[src/rtl/rc_vc_unit_pkg.sv]
// NoC parameter set shared by the route computation unit: mesh geometry,
// address widths and the flit/port/mode encodings.
package rc_vc_unit_pkg;

  localparam int MESH_SIZE_X      = 5;
  localparam int MESH_SIZE_Y      = 5;
  localparam int DEST_ADDR_SIZE_X = 3;
  localparam int DEST_ADDR_SIZE_Y = 3;
  localparam int VC_NUM           = 4;

  typedef enum logic {
    XY = 1'b0,
    YX = 1'b1
  } routing_mode_t;

  typedef enum logic [1:0] {
    HEAD     = 2'd0,
    BODY     = 2'd1,
    TAIL     = 2'd2,
    HEADTAIL = 2'd3
  } flit_label_t;

  typedef enum logic [2:0] {
    LOCAL = 3'd0,
    NORTH = 3'd1,
    SOUTH = 3'd2,
    WEST  = 3'd3,
    EAST  = 3'd4
  } port_t;

  typedef enum logic {
    VC_IDLE   = 1'b0,
    VC_ROUTED = 1'b1
  } vc_state_e;

  function automatic logic is_head(input flit_label_t label);
    return (label == HEAD) || (label == HEADTAIL);
  endfunction

endpackage

[src/rtl/rc_vc_unit_compute.sv]
// Combinational output-port selection (XY or YX order) and mesh range check
// for the single flit presented this cycle.
module rc_compute
  import rc_vc_unit_pkg::*;
#(
  parameter int X_CURRENT        = MESH_SIZE_X / 2,
  parameter int Y_CURRENT        = MESH_SIZE_Y / 2,
  parameter int MESH_X           = MESH_SIZE_X,
  parameter int MESH_Y           = MESH_SIZE_Y,
  parameter int DEST_ADDR_SIZE_X = rc_vc_unit_pkg::DEST_ADDR_SIZE_X,
  parameter int DEST_ADDR_SIZE_Y = rc_vc_unit_pkg::DEST_ADDR_SIZE_Y
) (
  input  routing_mode_t               mode_i,
  input  logic [DEST_ADDR_SIZE_X-1:0] x_dest_i,
  input  logic [DEST_ADDR_SIZE_Y-1:0] y_dest_i,
  output port_t                       port_o,
  output logic                        in_mesh_o
);

  logic x_lt, x_gt, y_lt, y_gt;

  // Zero-extended to int so the mesh bound is never truncated to the port width.
  always_comb begin
    x_lt      = int'(x_dest_i) < X_CURRENT;
    x_gt      = int'(x_dest_i) > X_CURRENT;
    y_lt      = int'(y_dest_i) < Y_CURRENT;
    y_gt      = int'(y_dest_i) > Y_CURRENT;
    in_mesh_o = (int'(x_dest_i) < MESH_X) && (int'(y_dest_i) < MESH_Y);
  end

  always_comb begin
    port_o = LOCAL;
    if (mode_i == XY) begin
      if (x_lt)      port_o = WEST;
      else if (x_gt) port_o = EAST;
      else if (y_lt) port_o = NORTH;
      else if (y_gt) port_o = SOUTH;
    end else begin
      if (y_lt)      port_o = NORTH;
      else if (y_gt) port_o = SOUTH;
      else if (x_lt) port_o = WEST;
      else if (x_gt) port_o = EAST;
    end
  end

endmodule

[src/rtl/rc_vc_unit.sv]
// Per-VC registered route table: a head flit resolves its output port once and
// the route is held for that VC until its release pulse.
module rc_vc_unit
  import rc_vc_unit_pkg::*;
#(
  parameter int X_CURRENT        = MESH_SIZE_X / 2,
  parameter int Y_CURRENT        = MESH_SIZE_Y / 2,
  parameter int VC_NUM           = rc_vc_unit_pkg::VC_NUM,
  parameter int DEST_ADDR_SIZE_X = rc_vc_unit_pkg::DEST_ADDR_SIZE_X,
  parameter int DEST_ADDR_SIZE_Y = rc_vc_unit_pkg::DEST_ADDR_SIZE_Y,
  localparam int VC_W            = (VC_NUM > 1) ? $clog2(VC_NUM) : 1
) (
  input  logic                        clk,
  input  logic                        rst,
  input  logic                        flit_valid_i,
  input  logic [VC_W-1:0]             vc_id_i,
  input  flit_label_t                 flit_label_i,
  input  logic [DEST_ADDR_SIZE_X-1:0] x_dest_i,
  input  logic [DEST_ADDR_SIZE_Y-1:0] y_dest_i,
  input  routing_mode_t               mode_i,
  input  logic [VC_NUM-1:0]           release_i,
  output logic [VC_NUM-1:0]           route_valid_o,
  output port_t [VC_NUM-1:0]          out_port_o,
  output logic                        dest_error_o,
  output logic                        proto_error_o
);

  port_t             comp_port;
  logic              in_mesh;
  logic              head_in;
  logic [VC_NUM-1:0] proto_hit;
  logic              dest_err_d, dest_err_q;
  logic              proto_err_d, proto_err_q;

  rc_compute #(
    .X_CURRENT        (X_CURRENT),
    .Y_CURRENT        (Y_CURRENT),
    .MESH_X           (MESH_SIZE_X),
    .MESH_Y           (MESH_SIZE_Y),
    .DEST_ADDR_SIZE_X (DEST_ADDR_SIZE_X),
    .DEST_ADDR_SIZE_Y (DEST_ADDR_SIZE_Y)
  ) u_compute (
    .mode_i    (mode_i),
    .x_dest_i  (x_dest_i),
    .y_dest_i  (y_dest_i),
    .port_o    (comp_port),
    .in_mesh_o (in_mesh)
  );

  assign head_in = flit_valid_i && is_head(flit_label_i);

  for (genvar v = 0; v < VC_NUM; v++) begin : g_vc
    vc_state_e state_q, state_d;
    port_t     port_q, port_d;
    logic      head_hit;

    assign head_hit = head_in && (vc_id_i == VC_W'(v));

    // A release in the same cycle frees the VC first, so a new head is accepted.
    always_comb begin
      state_d = state_q;
      port_d  = port_q;
      unique case (state_q)
        VC_IDLE: begin
          if (head_hit && in_mesh) begin
            state_d = VC_ROUTED;
            port_d  = comp_port;
          end
        end
        VC_ROUTED: begin
          if (release_i[v]) begin
            state_d = VC_IDLE;
            if (head_hit && in_mesh) begin
              state_d = VC_ROUTED;
              port_d  = comp_port;
            end
          end
        end
        default: state_d = VC_IDLE;
      endcase
    end

    always_ff @(posedge clk or negedge rst) begin
      if (!rst) begin
        state_q <= VC_IDLE;
        port_q  <= LOCAL;
      end else begin
        state_q <= state_d;
        port_q  <= port_d;
      end
    end

    assign proto_hit[v]     = head_hit && in_mesh && (state_q == VC_ROUTED) && !release_i[v];
    assign route_valid_o[v] = (state_q == VC_ROUTED);
    assign out_port_o[v]    = port_q;
  end

  // An out-of-mesh head reports only the destination error, keeping the pulses exclusive.
  always_comb begin
    dest_err_d  = head_in && !in_mesh;
    proto_err_d = |proto_hit;
  end

  always_ff @(posedge clk or negedge rst) begin
    if (!rst) begin
      dest_err_q  <= 1'b0;
      proto_err_q <= 1'b0;
    end else begin
      dest_err_q  <= dest_err_d;
      proto_err_q <= proto_err_d;
    end
  end

  assign dest_error_o  = dest_err_q;
  assign proto_error_o = proto_err_q;

endmodule

[config.mk]
export PLATFORM = sky130hd
export DESIGN_NAME = rc_vc_unit
export DESIGN_NICKNAME = d
export VERILOG_FILES = /design/src/rtl/rc_vc_unit_pkg.sv /design/src/rtl/rc_vc_unit_compute.sv /design/src/rtl/rc_vc_unit.sv
export SDC_FILE = /design/constraint.sdc
export NUM_CORES = 1
export LEC_CHECK = 0
export ABC_AREA = 1
export BUFFER_PORTS_ARGS = -buffer_cell sky130_fd_sc_hd__buf_2
export CORE_UTILIZATION = 44
export DETAILED_ROUTE_END_ITERATION = 7
export HOLD_SLACK_MARGIN = 0.1
export PLACE_DENSITY = 0.74
export SYNTH_ARGS = -nofsm -noshare
export SYNTH_HDL_FRONTEND = slang
export SYNTH_SLANG_ARGS = --single-unit
[constraint.sdc]
create_clock -name clk -period 1 [get_ports clk]
set_clock_uncertainty 0.2 [all_clocks]
set_input_delay 0.1 -clock clk [delete_from_list [all_inputs] [get_ports clk]]
set_output_delay 0.1 -clock clk [all_outputs]
set_load 0.01 [all_outputs]
==> flow_summary_export.csv, run 1 <==
group,metric,value,unit
run_status,run_status,"finished, violations left",
run_status,violated_checks,"hold timing, setup timing",
place,gp_congestion,0.867,
routing,dr_total_vias,1029,
floorplanning,die_x,50.8,um
place,dp_worst_setup_slack,-0.278,ns
setup_path,crit_path_start_kind,"flop",
timing,achievable-frequency,891,MHz
synthesis,syn_area,1050,um2
worst_hold_path,min_path_cells,4,
clock_network,clk_pin_slew,0.09,ns
routing,dr.first_iter.drc_count,12,
global_routing,globalRoute.totalOverflow,0,
synthesis,synth.yosys.seq_area_share,43.0,%
setup_path,critical_path.n_buffers_inverters,1,
floorplanning,floorplan.die_area,2580,um2
routing,detailedRoute.firstPassIterationCount,5,
place,port-buffer-count,35,
final_layout,fillers,213,
timing,worst_slack,-0.123,ns
timing,final_max_slew_viol_count,0,
setup_path,arrival,0.82,ns
routing,routed_wire_length_per_instance,10.8,um
floorplanning,placementRows,17,
setup_path,criticalPathCategory,"reg -> out",
final_layout,most_common_cell_after_layout_fill_and_taps_aside,"buf_2",
pwr,power_density,1340,nW/um2
synthesis,postSynthAreaPerCell,7.38,um2
setup_path,setup.worst_path.end_class,"primary output",
setup_path,critPathMaxFanout,2,
routing,drc,0,
synthesis,yosys_warnings,0,
pwr,seqPwrFrac,48.0,%
routing,drt-vias-per-instance,4.76,
synthesis,post_synth_fa_ha_maj_area_fraction,0,%
timing,final-setup-viol-count,31,
timing,holdWs,-0.0781,ns
floorplanning,design.core.area,2230,um2
setup_path,critical-path-top-delay-family,"flip-flops",
final_layout,areaGrowthSynthToFinish,34.8,%
worst_hold_path,worstHoldPathType,"in -> reg",
final_layout,num_antenna_cells,0,
timing,min_period_over_period,112,%
setup_path,worstPathRequired,0.70,ns
clock_network,total_cts_buffers,3,
synthesis,netlist-cell-type-count,15,
pwr,power_switching,603,uW
floorplanning,initial_core_util,46.9,%
clock_network,cts_tree,"done",
global_routing,via_count_of_the_first_global_routing_pass,988,
timing,period_minus_slack,1.12,ns
setup_path,slowest_stage_cell_cp,"dfrtp_1",
clock_network,clock_sink_count,18,
synthesis,muxShareOfSynthArea,0,%
clock_network,cts_hold_buf,1,
clock_network,clockBufferDepth,2,
pwr,clkPwrFrac,17.7,%
clock_network,cts_root_buffer,"clkbuf_4",
final_layout,layout_common_cells,"buf_2, nand2_1, nand3_1",
pwr,finalPower,1890,uW
pwr,cell_int_power,1280,uW
synthesis,yosys.area_share.simple,41.0,%
synthesis,synth-compound-area-share,3.11,%
pwr,vdd_ir_drop_max,867,uV
pwr,p_leak,0.000782,uW
setup_path,cp_cell_sequence,"buf_2",
final_layout,drive_above_1_share,42.6,%
place,dp_hpwl,1870,um
timing,slew_headroom,73.8,%
setup_path,worstSetupPathDepth,1,
routing,route.antenna.remaining_nets,0,
floorplanning,design.portCount,36,
final_layout,design.final.nets,208,
synthesis,synth_top_family_by_area,"simple AND/OR/NAND/NOR gates",
setup_path,critical-path-max-stage-delay,0.40,ns
global_routing,grt_start_max_net_pins,19,
synthesis,yosys.area_share.xor_xnor,1.55,%
job,max_cap_violations,0,
setup_path,worst_r2r_path_depth,6,
pwr,power.combinational.fraction,34.3,%
synthesis,postSynthNetCount,160,
timing,grt_setup_unrepaired,"true",
global_routing,groute.usage.overall,20.9,%
timing,worst_slew_pin_slew,0.393,ns
pwr,switching_share,32.0,%
global_routing,antenna_found_initial,0,
synthesis,ys_ff_latch,18,
clock_network,clock_latency_on_the_worst_skew_pair,0.28,ns
synthesis,postSynthCellCount,142,
global_routing,global_route_wire_length_before_repair,3980,um
clock_network,cts-htree-levels,1,
routing,route.final.wire_length,2340,um
floorplanning,die_h,50.8,um
timing,hold_viol,9,
==> cell usage after synthesis <==
cell type / number / area share [%]
nand2_1: 37 / 13
nand3_1: 25 / 12
inv_1: 22 / 7.9
nor2_1: 19 / 6.8
dfrtp_1: 18 / 43
buf_4: 4 / 2.9
nor2_4: 4 / 4.3
o21ai_1: 4 / 1.9
nor2_2: 3 / 1.8
a21boi_1: 1 / 0.72
a21oi_1: 1 / 0.48
inv_4: 1 / 0.60
nand3_2: 1 / 0.96
nor2_8: 1 / 1.9
xnor2_2: 1 / 1.6
==> state kept, by name, summed over array words and instances, names as in the netlist <==
name,count
g_vc.state_q,4
g_vc.port_q,12
proto_error_o,1
dest_error_o,1
==> cells by family (layout without fill, tap and decap cells) <==
kind of cell / count (synthesis) / count (layout)
xor+xnor: 1 / 1
compound gates: 6 / 6
simple gates: 90 / 90
flops: 18 / 18
buf+inv: 27 / 73
==> final timing paths <==
path | from | end | slack (ns)
worst max-delay path | g_vc[2].port_q[0]$_DFFE_PN0P_ | out_port_o[6] | -0.12
worst min-delay path | release_i[0] | g_vc[0].state_q$_DFF_PN0_ | -0.08
worst max register to register | g_vc[2].state_q$_DFF_PN0_ | g_vc[2].port_q[0]$_DFFE_PN0P_ | -0.11
worst min register to register | g_vc[1].port_q[2]$_DFFE_PN0P_ | g_vc[1].port_q[2]$_DFFE_PN0P_ | 0.27
max in group asynchronous | rst | g_vc[2].port_q[2]$_DFFE_PN0P_ | 0.25
min in group asynchronous | rst | proto_error_o$_DFF_PN0_ | 0.07
==> through the flow <==
step,cell area (um2),utilization [%],instances,TNS (ns),hold slack [ns]
after floorplan,1070,-,142,-0.587,-0.396
after global placement,1280,57.4,205,-3.40,-0.156
after detailed placement,1280,57.4,205,-3.76,-0.154
after CTS,1360,60.7,213,-3.19,-0.0797
after global routing,1410,63.2,216,-4.62,-0.0775
final,1410,63.2,216,-3.00,-0.0781
==> power groups by stage <==
stage	clock network [uW]	registers, uW	logic (uW)
global route	384	918	716
finish	335	906	647
floorplan	0	977	227
detailed placement	0	920	524
CTS	350	904	591
global placement	0	915	504
==> layer usage <==
layer	global-route usage [%]	wire (um)	share of wire [%]
met1	22.4	951	41
met2	40.4	1280	55
met3	2.73	84	3.6
met4	8.33	21	0.90
met5	0	0	0
==> cell type report <==
class                   instances  area [um2]  area share (%)
multi-input cells              97         544            38.6
flip-flops and latches         18         450            31.9
repair buffers                 47         268            19.0
inverters                      23        91.3            6.47
well taps                      28        35.0            2.48
clock buffers                   3        22.5            1.60
==> what timing repair did <==
item | in CTS | in global routing
pin swaps | 2 | 4
resized for setup | 8 | 9
endpoints found under the hold margin | 36 | 26
setup buffers | 4 | 3
setup endpoints to repair | 35 | 35
Power figures use the tool's default switching activity.
==> run 2: changes to the inputs <==
--- a/config.mk
+++ b/config.mk
@@ -7,10 +7,11 @@
 export LEC_CHECK = 0
 export ABC_AREA = 1
 export BUFFER_PORTS_ARGS = -buffer_cell sky130_fd_sc_hd__buf_2
-export CORE_UTILIZATION = 44
+export CORE_UTILIZATION = 43
 export DETAILED_ROUTE_END_ITERATION = 7
 export HOLD_SLACK_MARGIN = 0.1
-export PLACE_DENSITY = 0.74
+export PLACE_DENSITY = 0.73
 export SYNTH_ARGS = -nofsm -noshare
 export SYNTH_HDL_FRONTEND = slang
+export SYNTH_HIERARCHICAL = 1
 export SYNTH_SLANG_ARGS = --single-unit
==> run 2 against run 1 <==
Compared with the run above:
- the flow still finishes with violations (hold timing, setup timing)
- first-iteration DRC count up 17%
- highest routed layer unchanged
- non-clock buffer count up 16
- clock-buffer cell count up 1
- sequential share of layout area down 3.8 points
- utilization up 9.3 points
- via count down 1.9%
- setup slack worse by 0.027 ns
- critical path depth unchanged
- register-to-register slack worse by 0.02 ns
- clock power up 35%
- synthesized cell count down 9.9%
==> flow_summary_export.csv, run 2 <==
group,metric,value,unit
run_status,run_status,"finished, violations left",
run_status,violated_checks,"hold timing, setup timing",
floorplanning,floorplan.die_area,2550,um2
global_routing,globalRoute.totalOverflow,0,
floorplanning,placementRows,17,
final_layout,fillers,176,
timing,slew_headroom,74.1,%
synthesis,synth-compound-area-share,7.42,%
synthesis,yosysMostFrequentCell,"nand2_1",
setup_path,setup.worst_path.end_class,"primary output",
timing,worst_slew_pin_slew,0.389,ns
place,gp_congestion,0.781,
setup_path,cp_cell_sequence,"buf_2",
timing,min_period_over_period,115,%
setup_path,crit_path_start_kind,"flop",
final_layout,largest_register_ffs,12,
pwr,finalPower,2180,uW
synthesis,synth_commonest_cells,"nand2_1, dfrtp_1, inv_1",
worst_hold_path,worstHoldPathType,"in -> reg",
routing,dr.first_iter.drc_count,14,
clock_network,cts_tree,"done",
pwr,power_density,1360,nW/um2
synthesis,muxShareOfSynthArea,0,%
synthesis,post_synth_fa_ha_maj_area_fraction,0,%
synthesis,yosys.area_share.simple,34.4,%
timing,final_max_slew_viol_count,0,
place,placed_cells,196,
routing,dr_total_vias,1009,
routing,drc,0,
worst_hold_path,min-delay-start,"release_i[2]",
setup_path,r2r_setup_slack,-0.13,ns
synthesis,synth_top_family_by_area,"simple AND/OR/NAND/NOR gates",
global_routing,via_count_of_the_first_global_routing_pass,961,
clock_network,cts_hold_buf,1,
setup_path,slowest_stage_cell_cp,"dfrtp_1",
worst_hold_path,min_path_cells,4,
synthesis,yosys_warnings,6,
place,dp_hpwl,1730,um
routing,detailedRoute.firstPassIterationCount,4,
setup_path,reg2reg_to,"g_vc[2].port_q[0]$_DFFE_PN0P_",
clock_network,cts-htree-levels,1,
timing,hold_viol,9,
timing,grt_setup_unrepaired,"true",
setup_path,critical_path.n_buffers_inverters,1,
final_layout,post_layout_nonfiller_instances,218,
final_layout,areaGrowthSynthToFinish,58.3,%
setup_path,critical-path-top-delay-family,"flip-flops",
routing,route.antenna.remaining_nets,0,
setup_path,cp_launch_point,"g_vc[1].port_q[2]$_DFFE_PN0P_",
synthesis,netlist-cell-type-count,18,
synthesis,share_of_yosys_cell_area_claimed_by_the_top_area_cell_type,44.5,%
clock_network,clock_sink_count,18,
timing,worst_slack,-0.150,ns
timing,achievable-frequency,870,MHz
clock_network,clk_pin_slew,0.10,ns
floorplanning,die_h,50.5,um
floorplanning,design.core.area,2210,um2
synthesis,postSynth.asyncResetShare,100,%
setup_path,critPathMaxFanout,2,
setup_path,critical-path-max-stage-delay,0.40,ns
final_layout,design.final.nets,209,
place,detailed_place.area,1320,um2
place,port-buffer-count,35,
synthesis,yosys.area_share.xor_xnor,0,%
synthesis,synth.yosys.seq_area_share,44.5,%
timing,final-setup-viol-count,33,
clock_network,cts_root_buffer,"clkbuf_4",
setup_path,worstPathRequired,0.70,ns
final_layout,most_common_cell_after_layout_fill_and_taps_aside,"buf_2",
final_layout,drive_above_1_share,60.5,%
timing,period_minus_slack,1.15,ns
setup_path,worst_r2r_path_depth,6,
synthesis,dominant_synthesized_flop_cell,"dfrtp_1",
setup_path,criticalPathCategory,"reg -> out",
synthesis,syn_area,1010,um2
timing,holdWs,-0.116,ns
synthesis,ys_top_cells_by_area,"dfrtp_1, nand2_1, nand3_4",
job,max_cap_violations,0,
setup_path,worst_r2r_startpoint,"g_vc[2].state_q$_DFF_PN0_",
global_routing,groute.usage.overall,20.6,%
clock_network,clock_latency_on_the_worst_skew_pair,0.29,ns
routing,routed_wire_length_per_instance,11.1,um
worst_hold_path,min_delay_worst_endpoint,"g_vc[2].state_q$_DFF_PN0_",
floorplanning,initial_core_util,45.8,%
final_layout,stdcell_area,1600,um2
clock_network,total_cts_buffers,3,
final_layout,layout_common_cells,"buf_2, buf_4, nand2_1",
clock_network,clockBufferDepth,2,
pwr,vdd_ir_drop_max,1010,uV
routing,drt-vias-per-instance,4.63,
global_routing,global_route_wire_length_before_repair,3910,um
global_routing,grt_start_max_net_pins,19,
global_routing,antenna_found_initial,0,
final_layout,registers.top_by_ff_count,"g_vc.port_q",
pwr,p_leak,0.000855,uW
setup_path,arrival,0.85,ns
floorplanning,design.portCount,36,
floorplanning,die_x,50.5,um
synthesis,postSynthAreaPerCell,7.91,um2
final_layout,leading_registers_by_flop_count,"g_vc.port_q: 12 flops, g_vc.state_q: 4 flops",
synthesis,synth_edf_count,0,
synthesis,postSynthCellCount,128,
final_layout,num_antenna_cells,0,
synthesis,ys_ff_latch,18,
synthesis,postSynthNetCount,146,
routing,route.final.wire_length,2410,um
synthesis,synth_area_leader_cell,"dfrtp_1",
[run 2: changes by cell type after synthesis, sizes merged]
cell,delta
inv,+3
buf,+1
nand4,+2
a21oi,+2
nand3,-17
o21ai,+8
nor2,-16
nand2,+2
nor3,+3
xnor2,-1
a21boi,-1
[run 2: repair_timing]
item,in CTS,in global routing
setup buffers,9,8
setup endpoints to repair,31,34
gates resized for setup,11,26
pin swaps,13,15
hold endpoints to repair,36,30
[run 2: area by class of cell]
cell class	instances	area (um2)	share of cell area, %
sequential	18	450	28.1
inverter	26	123	7.65
timing repair buffer	63	423	26.4
tap	28	35.0	2.19
clock buffer	4	36.3	2.26
multi-input combinational	79	536	33.4
[run 2: cells by family after synthesis]
logic type             Yosys count
AO/OA/AOI/OAI                   15
flip-flops                      18
buffers and inverters           31
AND/OR/NAND/NOR                 64
[run 2: metrics by stage]
step | setup slack [ns] | util (%) | setup TNS [ns]
final | -0.150 | 72.5 | -3.53
after global routing | -0.200 | 72.5 | -5.15
after CTS | -0.138 | 65.9 | -3.42
after detailed placement | -0.484 | 59.7 | -6.17
after global placement | -0.406 | 59.7 | -5.64
after floorplan | -0.186 | - | -1.77
[run 2: worst max-delay path by stage]
stage	end	slack (ns)	cells past startpoint
3_5_place_dp	g_vc[2].port_q[0]$_DFFE_PN0P_	-0.48	9
2_1_floorplan	g_vc[2].port_q[1]$_DFFE_PN0P_	-0.19	8
4_1_cts	out_port_o[0]	-0.14	1
6_report	out_port_o[5]	-0.15	1
3_3_place_gp	g_vc[2].port_q[1]$_DFFE_PN0P_	-0.41	9
5_1_grt	g_vc[0].port_q[1]$_DFFE_PN0P_	-0.20	6
[run 2: worst register-to-register path: cells and delay by family (launching register included)]
| kind | cells | cell delay [ns] |
|---|---|---|
| AOI/OAI and AO/OA | 1 | 0.07 |
| buffers and inverters | 2 | 0.14 |
| and+or+nand+nor | 3 | 0.22 |
| DFF | 1 | 0.39 |
[run 2: layer usage]
metal  share of wire [%]  global-route usage (%)  wire length (um)  up-vias
li1                    -                       -                 -      517
met1                  34                    21.6               828      454
met2                  59                    41.1              1430       30
met3                 4.0                    1.82                97        8
met4                 2.4                    8.33                58        0
met5                   0                       0                 0        -
[run 2: where the power goes]
part           leakage, uW  internal, uW  switching (uW)
Combinational     0.000595           419             399
Sequential        0.000239           851            61.9
Clock            0.0000210           222             230
Total             0.000855          1490             691
==> run 3: changes to the inputs <==
--- a/config.mk
+++ b/config.mk
@@ -7,10 +7,12 @@
 export LEC_CHECK = 0
 export ABC_AREA = 1
 export BUFFER_PORTS_ARGS = -buffer_cell sky130_fd_sc_hd__buf_2
-export CORE_UTILIZATION = 43
+export CELL_PAD_IN_SITES_DETAIL_PLACEMENT = 0
+export CELL_PAD_IN_SITES_GLOBAL_PLACEMENT = 2
+export CORE_UTILIZATION = 24
 export DETAILED_ROUTE_END_ITERATION = 7
 export HOLD_SLACK_MARGIN = 0.1
-export PLACE_DENSITY = 0.73
+export PLACE_DENSITY_LB_ADDON = 0.1
 export SYNTH_ARGS = -nofsm -noshare
 export SYNTH_HDL_FRONTEND = slang
 export SYNTH_HIERARCHICAL = 1
==> run 3 against run 2 <==
Compared with the run above:
- the flow still finishes with violations (hold timing, setup timing)
- setup slack improved by 0.028 ns
- register-to-register slack about the same
- worst hold slack improved by 0.044 ns
- sequential cell count stayed put
- power grew 5.7%
- combinational power shrank 3.2%
- non-clock buffer count fell by 2
- clock-buffer cell count stayed put
==> flow_summary_export.csv, run 3 (synthesized netlist as in run 2, its figures left out) <==
group,metric,value,unit
final_layout,areaGrowthSynthToFinish,67.5,%
timing,worst_slack,-0.122,ns
timing,final-setup-viol-count,32,
clock_network,clk_pin_slew,0.07,ns
global_routing,groute.usage.overall,12.0,%
final_layout,finish.utilization,42.1,%
pwr,p_leak,0.000865,uW
job,max_cap_violations,0,
final_layout,num_antenna_cells,0,
setup_path,cp_launch_point,"g_vc[2].state_q$_DFF_PN0_",
routing,routed_wire_length_per_instance,10.1,um
setup_path,crit_path_start_kind,"flop",
clock_network,clock_latency_on_the_worst_skew_pair,0.25,ns
worst_hold_path,worstHoldPathType,"in -> reg",
run_status,violated_checks,"hold timing, setup timing",
timing,achievable-frequency,891,MHz
final_layout,leading_registers_by_flop_count,"g_vc.port_q: 12 flops, g_vc.state_q: 4 flops",
place,port-buffer-count,35,
setup_path,critPathMaxFanout,6,
timing,min_period_over_period,112,%
setup_path,cp_cell_sequence,"inv_2, nor2_4, inv_2, nand3_4, nand2_2, o21ai_1",
setup_path,setup.worst_path.end_class,"flop",
timing,holdWs,-0.0716,ns
floorplanning,design.core.area,4030,um2
floorplanning,placementRows,23,
run_status,run_status,"finished, violations left",
routing,drt-vias-per-instance,4.16,
global_routing,globalRoute.totalOverflow,0,
routing,dr.first_iter.drc_count,42,
floorplanning,die_h,66.9,um
routing,drc,0,
final_layout,layout_common_cells,"buf_2, nand2_1, buf_4",
routing,route.antenna.remaining_nets,0,
setup_path,slowest_stage_cell_cp,"dfrtp_1",
global_routing,grt_start_max_net_pins,19,
setup_path,endpoint,"g_vc[2].port_q[0]$_DFFE_PN0P_",
setup_path,arrival,1.06,ns
timing,hold_viol,3,
place,dp_hpwl,1820,um
timing,worst_slew_pin_slew,0.425,ns
clock_network,cts_tree,"done",
routing,route.final.wire_length,2410,um
clock_network,clockBufferDepth,2,
floorplanning,initial_core_util,25.1,%
setup_path,r2r_setup_slack,-0.12,ns
final_layout,most_common_cell_after_layout_fill_and_taps_aside,"buf_2",
global_routing,antenna_found_initial,0,
setup_path,worst_r2r_path_depth,6,
floorplanning,design.portCount,36,
pwr,vdd_ir_drop_max,468,uV
clock_network,cts_root_buffer,"clkbuf_8",
place,dp_worst_setup_slack,-0.460,ns
clock_network,cts_hold_buf,1,
timing,period_minus_slack,1.12,ns
timing,grt_setup_unrepaired,"true",
setup_path,worst_r2r_startpoint,"g_vc[2].state_q$_DFF_PN0_",
final_layout,drive_above_1_share,62.8,%
timing,final_max_slew_viol_count,0,
setup_path,reg2reg_to,"g_vc[2].port_q[0]$_DFFE_PN0P_",
clock_network,cts-htree-levels,1,
place,gp_congestion,0.734,
setup_path,criticalPathCategory,"reg -> reg",
final_layout,registers.top_by_ff_count,"g_vc.port_q",
clock_network,total_cts_buffers,3,
setup_path,worstPathRequired,0.94,ns
routing,dr_total_vias,991,
global_routing,via_count_of_the_first_global_routing_pass,961,
final_layout,design.final.nets,207,
clock_network,clock_sink_count,18,
floorplanning,die_x,66.9,um
floorplanning,floorplan.die_area,4480,um2
global_routing,global_route_wire_length_before_repair,4030,um
final_layout,largest_register_ffs,12,
pwr,finalPower,2310,uW
setup_path,timing.critical_path.mode_cell,"inv_2",
timing,slew_headroom,71.6,%
routing,detailedRoute.firstPassIterationCount,4,
pwr,power_density,1360,nW/um2
setup_path,critical-path-max-stage-delay,0.40,ns
[run 3: cell count changes in the layout (fill, tap and decap cells not counted), sizes merged]
| cell | change |
|---|---|
| buf | -2 |
[run 3: how the worst min path moves through the flow]
stage / startpoint / to / slack (ns) / depth (start not counted)
finish: release_i[3] / g_vc[3].state_q$_DFF_PN0_ / -0.07 / 4
global route: release_i[3] / g_vc[3].state_q$_DFF_PN0_ / -0.05 / 4
CTS: release_i[1] / g_vc[1].state_q$_DFF_PN0_ / -0.08 / 4
detailed placement: rst / proto_error_o$_DFF_PN0_ / -0.13 / 1
global placement: rst / proto_error_o$_DFF_PN0_ / -0.15 / 1
floorplan: rst / dest_error_o$_DFF_PN0_ / -0.40 / 0
[run 3: timing repair]
item | in CTS | in global routing
gates resized for setup | 19 | 29
hold endpoints to repair | 36 | 8
pin swaps | 17 | 13
buffers inserted | 10 | 4
endpoints found under the setup margin | 31 | 32
[run 3: power breakdown]
part | total, uW | leakage, uW | internal, uW | switching, uW
clock network | 594 | 0.0000288 | 349 | 244
registers | 922 | 0.000239 | 853 | 69.0
logic | 792 | 0.000598 | 413 | 379
total | 2310 | 0.000865 | 1620 | 692
[run 3: stage by stage]
stage	instance area, um2	setup TNS (ns)	instances
final	1700	-2.70	238
after global routing	1700	-4.25	238
after CTS	1570	-2.58	234
after detailed placement	1370	-6.37	219
after global placement	1370	-6.08	219
after floorplan	1080	-1.77	128
[run 3: area by class of cell]
| class | instances | area, um2 |
|---|---|---|
| well taps | 50 | 62.6 |
| inverters | 26 | 123 |
| multi-input cells | 79 | 548 |
| flip-flops and latches | 18 | 450 |
| repair buffers | 61 | 457 |
| clock buffers | 4 | 55.1 |
| fillers | 433 | 2330 |
[run 3: metal layers]
layer / track usage (%) / routed length (um) / vias up
met4: 4.79 / 0 / 0
li1: - / - / 511
met2: 23.1 / 1360 / 21
met3: 1.20 / 62 / 0
met5: 0 / 0 / -
met1: 13.0 / 984 / 459
[run 3: critical path, delay by kind of cell, from the launching register on]
family | cells | cell delay, ns
flip-flops | 1 | 0.40
AND/OR/NAND/NOR | 3 | 0.22
buffers and inverters | 2 | 0.13
AO/OA/AOI/OAI | 1 | 0.05
